`src/rtl/imm_gen_pipe_rv_pkg.sv`:
```
// imm_pkg: shared encodings for the RV immediate generator pipeline.
// Holds the immediate-format codes, the skid-pipeline state encoding
// and the datapath-width legality check used at elaboration.
package imm_pkg;

  // Number of instruction bits presented to the generator (instr[31:7]).
  localparam int IMM_INSTR_W = 25;

  // Immediate format selector as driven by decode.
  typedef enum logic [2:0] {
    IMM_I   = 3'd0,
    IMM_S   = 3'd1,
    IMM_B   = 3'd2,
    IMM_U   = 3'd3,
    IMM_J   = 3'd4,
    IMM_Z   = 3'd5,
    IMM_SH  = 3'd6,
    IMM_RSV = 3'd7
  } imm_type_e;

  // Occupancy of the OUT register plus the single skid entry.
  typedef enum logic [1:0] {
    ST_EMPTY = 2'd0,
    ST_ONE   = 2'd1,
    ST_TWO   = 2'd2
  } pipe_state_e;

  // Only RV32 and RV64 datapaths are supported.
  function automatic bit xlen_legal(input int xlen);
    return (xlen == 32) || (xlen == 64);
  endfunction

endpackage

```
`src/rtl/imm_gen_pipe_rv_extract.sv`:
```
// imm_extract: combinational immediate decoder for instr[31:7].
// Bit k of the architectural instruction sits at instr_i[k-7].
// Optional macro IMM_GEN_ERR_EN adds err_o for reserved/illegal formats.
module imm_extract
  import imm_pkg::*;
#(
  parameter int XLEN = 32
) (
  input  logic [IMM_INSTR_W-1:0] instr_i,
  input  logic [2:0]             immtype_i,
  output logic [XLEN-1:0]        imm_o
`ifdef IMM_GEN_ERR_EN
  ,
  output logic                   err_o
`endif
);

  logic [XLEN-1:0] u_s;
  logic [XLEN-1:0] sh_s;

  // U and SH formats differ between RV32 and RV64.
  if (XLEN == 64) begin : g_x64
    assign u_s  = {{32{instr_i[24]}}, instr_i[24:5], 12'd0};
    assign sh_s = {{(XLEN-6){1'b0}}, instr_i[18:13]};
  end else begin : g_x32
    assign u_s  = {instr_i[24:5], 12'd0};
    assign sh_s = {{(XLEN-5){1'b0}}, instr_i[17:13]};
  end

  // Select and extend the immediate for the requested format.
  always_comb begin
    imm_o = '0;
    case (imm_type_e'(immtype_i))
      IMM_I:   imm_o = {{(XLEN-12){instr_i[24]}}, instr_i[24:13]};
      IMM_S:   imm_o = {{(XLEN-12){instr_i[24]}}, instr_i[24:18], instr_i[4:0]};
      IMM_B:   imm_o = {{(XLEN-12){instr_i[24]}}, instr_i[0], instr_i[23:18],
                        instr_i[4:1], 1'b0};
      IMM_U:   imm_o = u_s;
      IMM_J:   imm_o = {{(XLEN-20){instr_i[24]}}, instr_i[12:5], instr_i[13],
                        instr_i[23:14], 1'b0};
      IMM_Z:   imm_o = {{(XLEN-5){1'b0}}, instr_i[12:8]};
      IMM_SH:  imm_o = sh_s;
      IMM_RSV: imm_o = '0;
      default: imm_o = '0;
    endcase
  end

`ifdef IMM_GEN_ERR_EN
  // Reserved code, or a 6-bit shamt on an RV32 datapath (instr[25] set).
  assign err_o = (immtype_i == IMM_RSV) ||
                 ((immtype_i == IMM_SH) && (XLEN == 32) && instr_i[18]);
`endif

endmodule

```
`src/rtl/imm_gen_pipe_rv.sv`:
```
// imm_gen_pipe_rv: registered immediate generator with a two-entry
// valid/ready skid pipeline (OUT register + one SKID entry) and a
// synchronous flush for branch redirects.
// Optional macro IMM_GEN_ERR_EN adds the per-beat out_err flag.
module imm_gen_pipe_rv
  import imm_pkg::*;
#(
  parameter int XLEN  = 32,
  parameter int TAG_W = 8
) (
  input  logic                   clk,
  input  logic                   rst,
  input  logic                   flush,
  input  logic                   in_valid,
  output logic                   in_ready,
  input  logic [IMM_INSTR_W-1:0] in_instr,
  input  logic [2:0]             in_immtype,
  input  logic [TAG_W-1:0]       in_tag,
  output logic                   out_valid,
  input  logic                   out_ready,
  output logic [XLEN-1:0]        out_imm,
  output logic [TAG_W-1:0]       out_tag
`ifdef IMM_GEN_ERR_EN
  ,
  output logic                   out_err
`endif
);

  if (!xlen_legal(XLEN)) begin : g_xlen_check
    $error("imm_gen_pipe_rv: XLEN must be 32 or 64");
  end

  // One buffered beat: immediate, sideband tag and (optionally) error flag.
  typedef struct packed {
    logic [XLEN-1:0]  imm;
    logic [TAG_W-1:0] tag;
`ifdef IMM_GEN_ERR_EN
    logic             err;
`endif
  } entry_t;

  entry_t          entry_d;
  entry_t          out_q;
  entry_t          skid_q;
  pipe_state_e     state_q;
  logic            in_ready_q;
  logic            out_valid_q;
  logic            acc_s;
  logic            pop_s;
  logic [XLEN-1:0] imm_s;
`ifdef IMM_GEN_ERR_EN
  logic            err_s;
`endif

  imm_extract #(
    .XLEN (XLEN)
  ) u_extract (
    .instr_i   (in_instr),
    .immtype_i (in_immtype),
    .imm_o     (imm_s)
`ifdef IMM_GEN_ERR_EN
    ,
    .err_o     (err_s)
`endif
  );

  // Handshakes: a beat offered during flush is never accepted.
  assign acc_s = in_valid && in_ready_q && !flush;
  assign pop_s = out_valid_q && out_ready;

  // Pack the freshly decoded beat into an entry.
  always_comb begin
    entry_d     = '0;
    entry_d.imm = imm_s;
    entry_d.tag = in_tag;
`ifdef IMM_GEN_ERR_EN
    entry_d.err = err_s;
`endif
  end

  // Occupancy FSM with OUT/SKID storage and registered handshake outputs.
  always_ff @(posedge clk) begin
    if (rst) begin
      state_q     <= ST_EMPTY;
      out_q       <= '0;
      skid_q      <= '0;
      in_ready_q  <= 1'b1;
      out_valid_q <= 1'b0;
    end else if (flush) begin
      state_q     <= ST_EMPTY;
      in_ready_q  <= 1'b1;
      out_valid_q <= 1'b0;
    end else begin
      case (state_q)
        ST_EMPTY: begin
          if (acc_s) begin
            out_q       <= entry_d;
            state_q     <= ST_ONE;
            out_valid_q <= 1'b1;
          end
        end
        ST_ONE: begin
          if (acc_s && !pop_s) begin
            skid_q     <= entry_d;
            state_q    <= ST_TWO;
            in_ready_q <= 1'b0;
          end else if (acc_s && pop_s) begin
            out_q <= entry_d;
          end else if (pop_s) begin
            state_q     <= ST_EMPTY;
            out_valid_q <= 1'b0;
          end
        end
        ST_TWO: begin
          if (pop_s) begin
            out_q      <= skid_q;
            state_q    <= ST_ONE;
            in_ready_q <= 1'b1;
          end
        end
        default: begin
          state_q     <= ST_EMPTY;
          in_ready_q  <= 1'b1;
          out_valid_q <= 1'b0;
        end
      endcase
    end
  end

  assign in_ready  = in_ready_q;
  assign out_valid = out_valid_q;
  assign out_imm   = out_q.imm;
  assign out_tag   = out_q.tag;
`ifdef IMM_GEN_ERR_EN
  assign out_err   = out_q.err;
`endif

endmodule

```
`config.mk`:
```
export PLATFORM = sky130hd
export DESIGN_NAME = imm_gen_pipe_rv
export DESIGN_NICKNAME = d
export VERILOG_FILES = /design/src/rtl/imm_gen_pipe_rv_pkg.sv /design/src/rtl/imm_gen_pipe_rv_extract.sv /design/src/rtl/imm_gen_pipe_rv.sv
export SDC_FILE = /design/constraint.sdc
export NUM_CORES = 1
export LEC_CHECK = 0
export ABC_CLOCK_PERIOD_IN_PS = 1600
export BUFFER_PORTS_ARGS = -buffer_cell sky130_fd_sc_hd__buf_2
export CAP_MARGIN = 30
export CORE_ASPECT_RATIO = 0.5
export CORE_UTILIZATION = 50
export DETAILED_ROUTE_END_ITERATION = 10
export GPL_TIMING_DRIVEN = 1
export PLACE_DENSITY_LB_ADDON = 0.08
export SLEW_MARGIN = 20
export SYNTH_ARGS = -nofsm -noshare
export SYNTH_HDL_FRONTEND = slang
export SYNTH_SLANG_ARGS = --single-unit
```
`constraint.sdc`:
```
create_clock -name clk -period 1.6 [get_ports clk]
set_input_delay 0.08 -clock clk [delete_from_list [all_inputs] [get_ports clk]]
set_output_delay 0.08 -clock clk [all_outputs]
set_load 0.02 [all_outputs]
```
# ---- Word level (Yosys, flattened, before mapping)
# Index checks and enable logic that the tools add are counted.
dict set report op_classes {
  eq_ne 18
  n_mux 20
  bitwise_logic 3
  reduce_logical 16
}
# cell count
set ops {}
lappend ops {{$pmux 32 s8} 1}
lappend ops {{$mux 40} 4}
lappend ops {{$pmux 40 s3} 1}
lappend ops {{$ne 2x2->1 const B} 7}
lappend ops {{$eq 3x3->1 const B} 4}
lappend ops {{$mux 2} 5}
lappend ops {{$eq 3x2->1 const B} 2}
lappend ops {{$mux 1} 6}
lappend ops {{$ne 3x3->1 const B} 2}
lappend ops {{$pmux 1 s3} 2}
lappend ops {{$pmux 2 s3} 1}
lappend ops {{$reduce_and 3->1} 2}
lappend ops {{$reduce_and 6->1} 1}
lappend ops {{$logic_and 1x1->1} 5}
lappend ops {{$reduce_and 5->1} 1}
lappend ops {{$reduce_and 4->1} 1}
lappend ops {{$eq 3x1->1 const B} 1}
lappend ops {{$logic_not 3->1} 1}
lappend ops {{$not 1->1} 3}
lappend ops {{$reduce_bool 3->1} 1}
lappend ops {{$eq 2x1->1 const B} 1}
lappend ops {{$eq 2x2->1 const B} 1}
lappend ops {{$logic_not 1->1} 2}
lappend ops {{$logic_not 2->1} 1}
lappend ops {{$reduce_or 2->1} 1}
dict set report totals {
  ff_bits 84
  output_inout_bits 42
  word_cells 64
}

# ---- Longest topological paths before layout
dict set report depth {
  ltp_word 6
  ltp_mapped 6
  ltp_nobuf 4
}

# ---- Cells and area by module
# A second synthesis with hierarchy kept.
dict set report hier_totals {
  cells_unflattened 493
  area_unflattened_um2 4603.2
}
# module instances cells_per_inst area_per_inst_um2
set by_module_without_submodules {}
lappend by_module_without_submodules {imm_gen_pipe_rv 1 406 4010.1}
lappend by_module_without_submodules {imm_extract 1 87 593.1}

# ---- Worst setup path after synthesis
# Ideal clock, no wire load.
dict set report synth_path {
  path_type {register -> register}
  start {register out_valid_q, in the netlist out_valid}
  end {register out_q (netlist bit out_imm[12])}
  setup_time_ns 0.089
  t_arrival_ns 1.558
  required_time_ns 1.511
  path_slack_ns -0.047
  path_stages_with_launch 6
  path_cell_list {dfxtp_1 -> nand2_4 -> o31ai_4 -> buf_6 -> o211ai_1 -> o32ai_2}
}
dict set report synth_via {
  elab_chain_len 5
}
# element line_no
set synth_rtl {}
lappend synth_rtl {{from (decl)} imm_gen_pipe_rv.sv:47} ;# logic out_valid_q;
lappend synth_rtl {{from (signal assigned)} imm_gen_pipe_rv.sv:88} ;# out_valid_q <= 1'b0;
lappend synth_rtl {{from (signal assigned)} imm_gen_pipe_rv.sv:92} ;# out_valid_q <= 1'b0;
lappend synth_rtl {{from (signal assigned)} imm_gen_pipe_rv.sv:99} ;# out_valid_q <= 1'b1;
lappend synth_rtl {{$logic_and 1x1->1 (*)} imm_gen_pipe_rv.sv:69} ;# assign pop_s = out_valid_q && out_ready;
lappend synth_rtl {{$logic_not 1->1} imm_gen_pipe_rv.sv:103} ;# if (acc_s && !pop_s) begin
lappend synth_rtl {{$logic_and 1x1->1} imm_gen_pipe_rv.sv:103}
lappend synth_rtl {{$ne 2x2->1 (no line)} n/a}
lappend synth_rtl {{$reduce_and 6->1 (no line) (*)} n/a}
lappend synth_rtl {{to (signal assigned)} imm_gen_pipe_rv.sv:97} ;# out_q <= entry_d;
lappend synth_rtl {{to (signal assigned)} imm_gen_pipe_rv.sv:108} ;# out_q <= entry_d;
lappend synth_rtl {{to (signal assigned)} imm_gen_pipe_rv.sv:116} ;# out_q <= skid_q;
lappend synth_rtl {{to (decl)} imm_gen_pipe_rv.sv:43} ;# entry_t out_q;
# Every way passes the cells marked *; elsewhere a longest branch is shown, timed or not.
# A chain may end at the register's enable or synchronous reset.

# ---- Worst setup path after layout
dict set report layout_path {
  start {register state_q[0]}
  end {register out_q (netlist bit out_imm[13])}
}
dict set report layout_via {
  elab_chain_len 3
}
# element line_no
set layout_rtl {}
lappend layout_rtl {{from (decl)} imm_gen_pipe_rv.sv:45} ;# pipe_state_e state_q;
lappend layout_rtl {{from (signal assigned)} imm_gen_pipe_rv.sv:84} ;# state_q <= ST_EMPTY;
lappend layout_rtl {{from (signal assigned)} imm_gen_pipe_rv.sv:90} ;# state_q <= ST_EMPTY;
lappend layout_rtl {{from (signal assigned)} imm_gen_pipe_rv.sv:98} ;# state_q <= ST_ONE;
lappend layout_rtl {{$eq 2x1->1, or another cell as far along} imm_gen_pipe_rv.sv:94} ;# case (state_q)
lappend layout_rtl {{$ne 2x2->1 (no line) / $reduce_bool 3->1 (equally long branches)} n/a}
lappend layout_rtl {{$reduce_and 6->1 (no line)} n/a}
# Parallel ways exist; a longest one is shown, timed or not.

==> key figures <==
Outcome
  – Run status: finished, violations left
  – Violated checks: design-rule violations

Hold path
  – Hold EP: skid_q[34]
  – Critical hold path startpoint: in_instr[19]
  – Number of stages on the worst hold path: 3
  – Hold/Removal Path Class: input port to flop

Worst setup path
  – Largest delay contributor family on the critical path: compound AO/OA/AOI/OAI gates
  – CP endpoint kind: flop
  – Arrival @ worst endpoint: 1800 ps
  – Crit-path max FO: 7
  – Source of the worst register-to-register timing path: state_q[0]
  – Critical path data required time: 1860 ps
  – Worst path bufs/invs: 2
  – Launching element type of the critical path: flop
  – Cells traversed along the worst timing path: nand2b_4 > o31ai_4 > buf_12 > clkbuf_16 > o211ai_1 > o32ai_2
  – Worst stage delay on the critical path: 330 ps
  – Setup Crit Path Kind: flop to flop
  – Endpoint of the worst-slack reg-to-reg timing path: out_imm[13]
  – Reg2reg path depth: 6
  – Slowest stage cell on the critical path: dfxtp_1
  – Reg2reg setup slack: 60 ps

STA
  – Final Hold Fails: 0
  – Final setup viols: 0
  – Fmax: 650 MHz
  – Final max-slew violation count: 0
  – Hold Worst Slack: 21.8 ps
  – Actual transition at the worst max-transition pin: 415 ps
  – Crit path setup slack, layout: 60.5 ps
  – Post-route setup TNS: 0 ps
  – Setup Skew: 6.52 ps
  – Unrepaired setup endpoints after global routing: no
  – Fraction of the cycle the final worst path needs: 0.962
  – Time the worst path needs with I/O delays and setup: 1540 ps
  – Slew headroom: 0.723

Cells and area
  – Utilization after layout: 0.662
  – Fraction of layout cells with a size suffix above 1: 0.311
  – Antenna diode count: 0
  – Most common library cell in the layout ignoring fill and taps: buf_2
  – # nets final: 621
  – Final instance area: 5320 um^2
  – Highest-count cells in the layout ignoring fill and taps: buf_2, dfxtp_1, nand2_1, a21oi_1, buf_4
  – Area growth, synth to finish: 28.1%

Place
  – PortBufs: 82
  – Placed inst area: 4810 um^2
  – Setup slack after placement: 26.7 ps
  – Placer congestion estimate: 0.861
  – DP Wirelength: 7.71 mm

Yosys
  – Adder-cell share of the synthesized area: 0.00241
  – Xor-xnor portion of the synthesized cell area: 0
  – Synthesized area: 4150 um^2
  – Yosys warnings: 0
  – Main combinational cell family by area after synthesis: compound AO/OA/AOI/OAI gates
  – Number of enable flip-flop cells after synthesis: 0
  – Register bit count reported by yosys: 84
  – Post-synth net total: 514
  – Area fraction in compound gates after synthesis: 0.334
  – Share of synthesized cell area in and, or, nand and nor gates: 0.183
  – Share of async-settable or async-resettable flops after synthesis: 0
  – Share of cell area taken by muxes after synthesis: 0.0145
  – Count of unique library cells instantiated by Yosys: 55
  – Portion of the post-synthesis area used by sequential elements: 0.405
  – Post-Synthesis Cells: 473
  – Primary flip-flop cell chosen by synthesis mapping: dfxtp_1
  – Syn_area_per_cell: 8.77 um^2

Pwr
  – Power density relative to cell area: 925 nW/um^2
  – Leak: 2.04 nW
  – Maximum vdd ir drop: 519 uV

Routing
  – Routed length per placed instance: 16.3 um
  – WL final: 11.4 mm
  – Remaining antenna violation count: 0
  – Pre-Repair DR Iteration Count: 8
  – DRT iter0 DRCs: 186
  – Detailed-route via count: 3897
  – Via-per-instance ratio: 5.59
  – Remaining routing DRC violations: 2

Floorplan
  – Overall die width: 131 um
  – Boundary Pins: 83
  – Core Box Area: 8030 um^2
  – Overall die area: 8690 um^2
  – Y dimension of the die: 66.4 um
  – Number of rows created at floorplan: 23
  – Initial core utilization: 0.517

Clocking
  – Number of buffers created by CTS: 9
  – CTS Sinks: 84
  – Clock-pin slew on the worst setup and hold paths: 60 ps
  – Number of H-tree branching levels: 3
  – Worst skew pair latency: 340 ps
  – CTS tree: yes
  – Maximum buffer depth of the clock tree: 2
  – CTS root buf: clkbuf_16

Global routing
  – Initial antenna violation count: 0
  – Final global-route overflow total: 0
  – Overall global routing resource usage: 0.270
  – First-pass GRT wire length: 17.5 mm
  – Via count of the first global-routing pass: 3362
  – Pin count of the biggest net entering global routing: 36

Run
  – Max-Cap Viols: 0
==> Yosys cell counts, types with 2 or more instances <==
cell       count  area (um^2)
buf_2         15         75.1
o211ai_1      19          143
a21oi_1       50          250
nand3b_1       5         37.5
nor3_1        14         70.1
nand2_1       77          289
dfxtp_1       84         1680
a311oi_2       9          135
nor2b_1        2         12.5
a21boi_0       3         22.5
o2111ai_1      7         61.3
a211oi_1      20          150
nor3b_1        2         15.0
o32ai_1        6         52.6
buf_6          6         67.6
nand3_1        3         15.0
o21ai_1        7         35.0
mux2i_1        6         60.1
nor2_1        33          124
inv_1          2         7.51
clkbuf_1      18         67.6
o32ai_2        9          146
a22oi_1       12         90.1
or2_2          2         12.5
a2111o_1       5         56.3
nor4_1         2         12.5
o21ai_0       20          100
buf_4          4         30.0
o2bb2ai_1      4         35.0
o21a_1         2         15.0
==> through the flow <==
step | instances | total power, mW
global placement | 666 | 2.94
CTS | 693 | 4.92
global route | 697 | 5.12
detailed placement | 666 | 2.95
floorplan | 473 | 2.69
finish | 697 | 4.92
==> kinds of logic after synthesis <==
| family | count (synthesis) |
|---|---|
| flops | 84 |
| compound gates | 180 |
| mux | 6 |
| buf+inv | 46 |
| fa+ha+maj | 1 |
| simple gates | 156 |
==> worst max-delay path by stage <==
stage                   to  slack (ps)  cells after the start        from
2_1_floorplan  out_imm[21]          60                      6  state_q[0]
6_report       out_imm[13]          60                      6  state_q[0]
3_5_place_dp    skid_q[12]          30                      5    in_ready
3_3_place_gp    skid_q[12]          70                      5    in_ready
4_1_cts        out_imm[23]          10                      5  state_q[0]
5_1_grt        out_imm[20]           1                      6  state_q[0]
==> final cells by class <==
cell class	count	area (um^2)
fill	688	2710
multi-input combinational	343	2240
sequential	84	1690
timing repair buffer	139	958
clock buffer	13	260
tap	112	140
clock inverter	3	21.3
inverter	3	11.3
==> worst min-delay path, delay by kind of cell <==
| family | cells | cell delay [ps] |
|---|---|---|
| buf+inv | 1 | 130 |
| simple gates | 1 | 60 |
| compound gates | 1 | 50 |
==> timing repair <==
item	CTS	global route
gates resized for setup	0	9
setup endpoints to repair	0	43
setup buffers	0	2
hold buffers	11	0
hold endpoints to repair	11	0
==> power by group <==
group	internal [mW]	switching (mW)
registers	2.16	0.0377
clock network	1.14	0.827
logic	0.312	0.444
total	3.61	1.31
==> per-layer routing <==
layer,vias up,wire (um),track usage
met5,-,0,0
met4,0,83,0.0618
met3,7,614,0.0607
met2,106,4810,0.396
met1,1819,5880,0.395
li1,1965,-,-
==> sequential cells by signal, indices dropped and copies added (netlist names) <==
register	cells
skid_q	40
out_imm	32
out_tag	8
state_q	2
in_ready	1
out_valid	1
(Power assumes the default switching activity.)
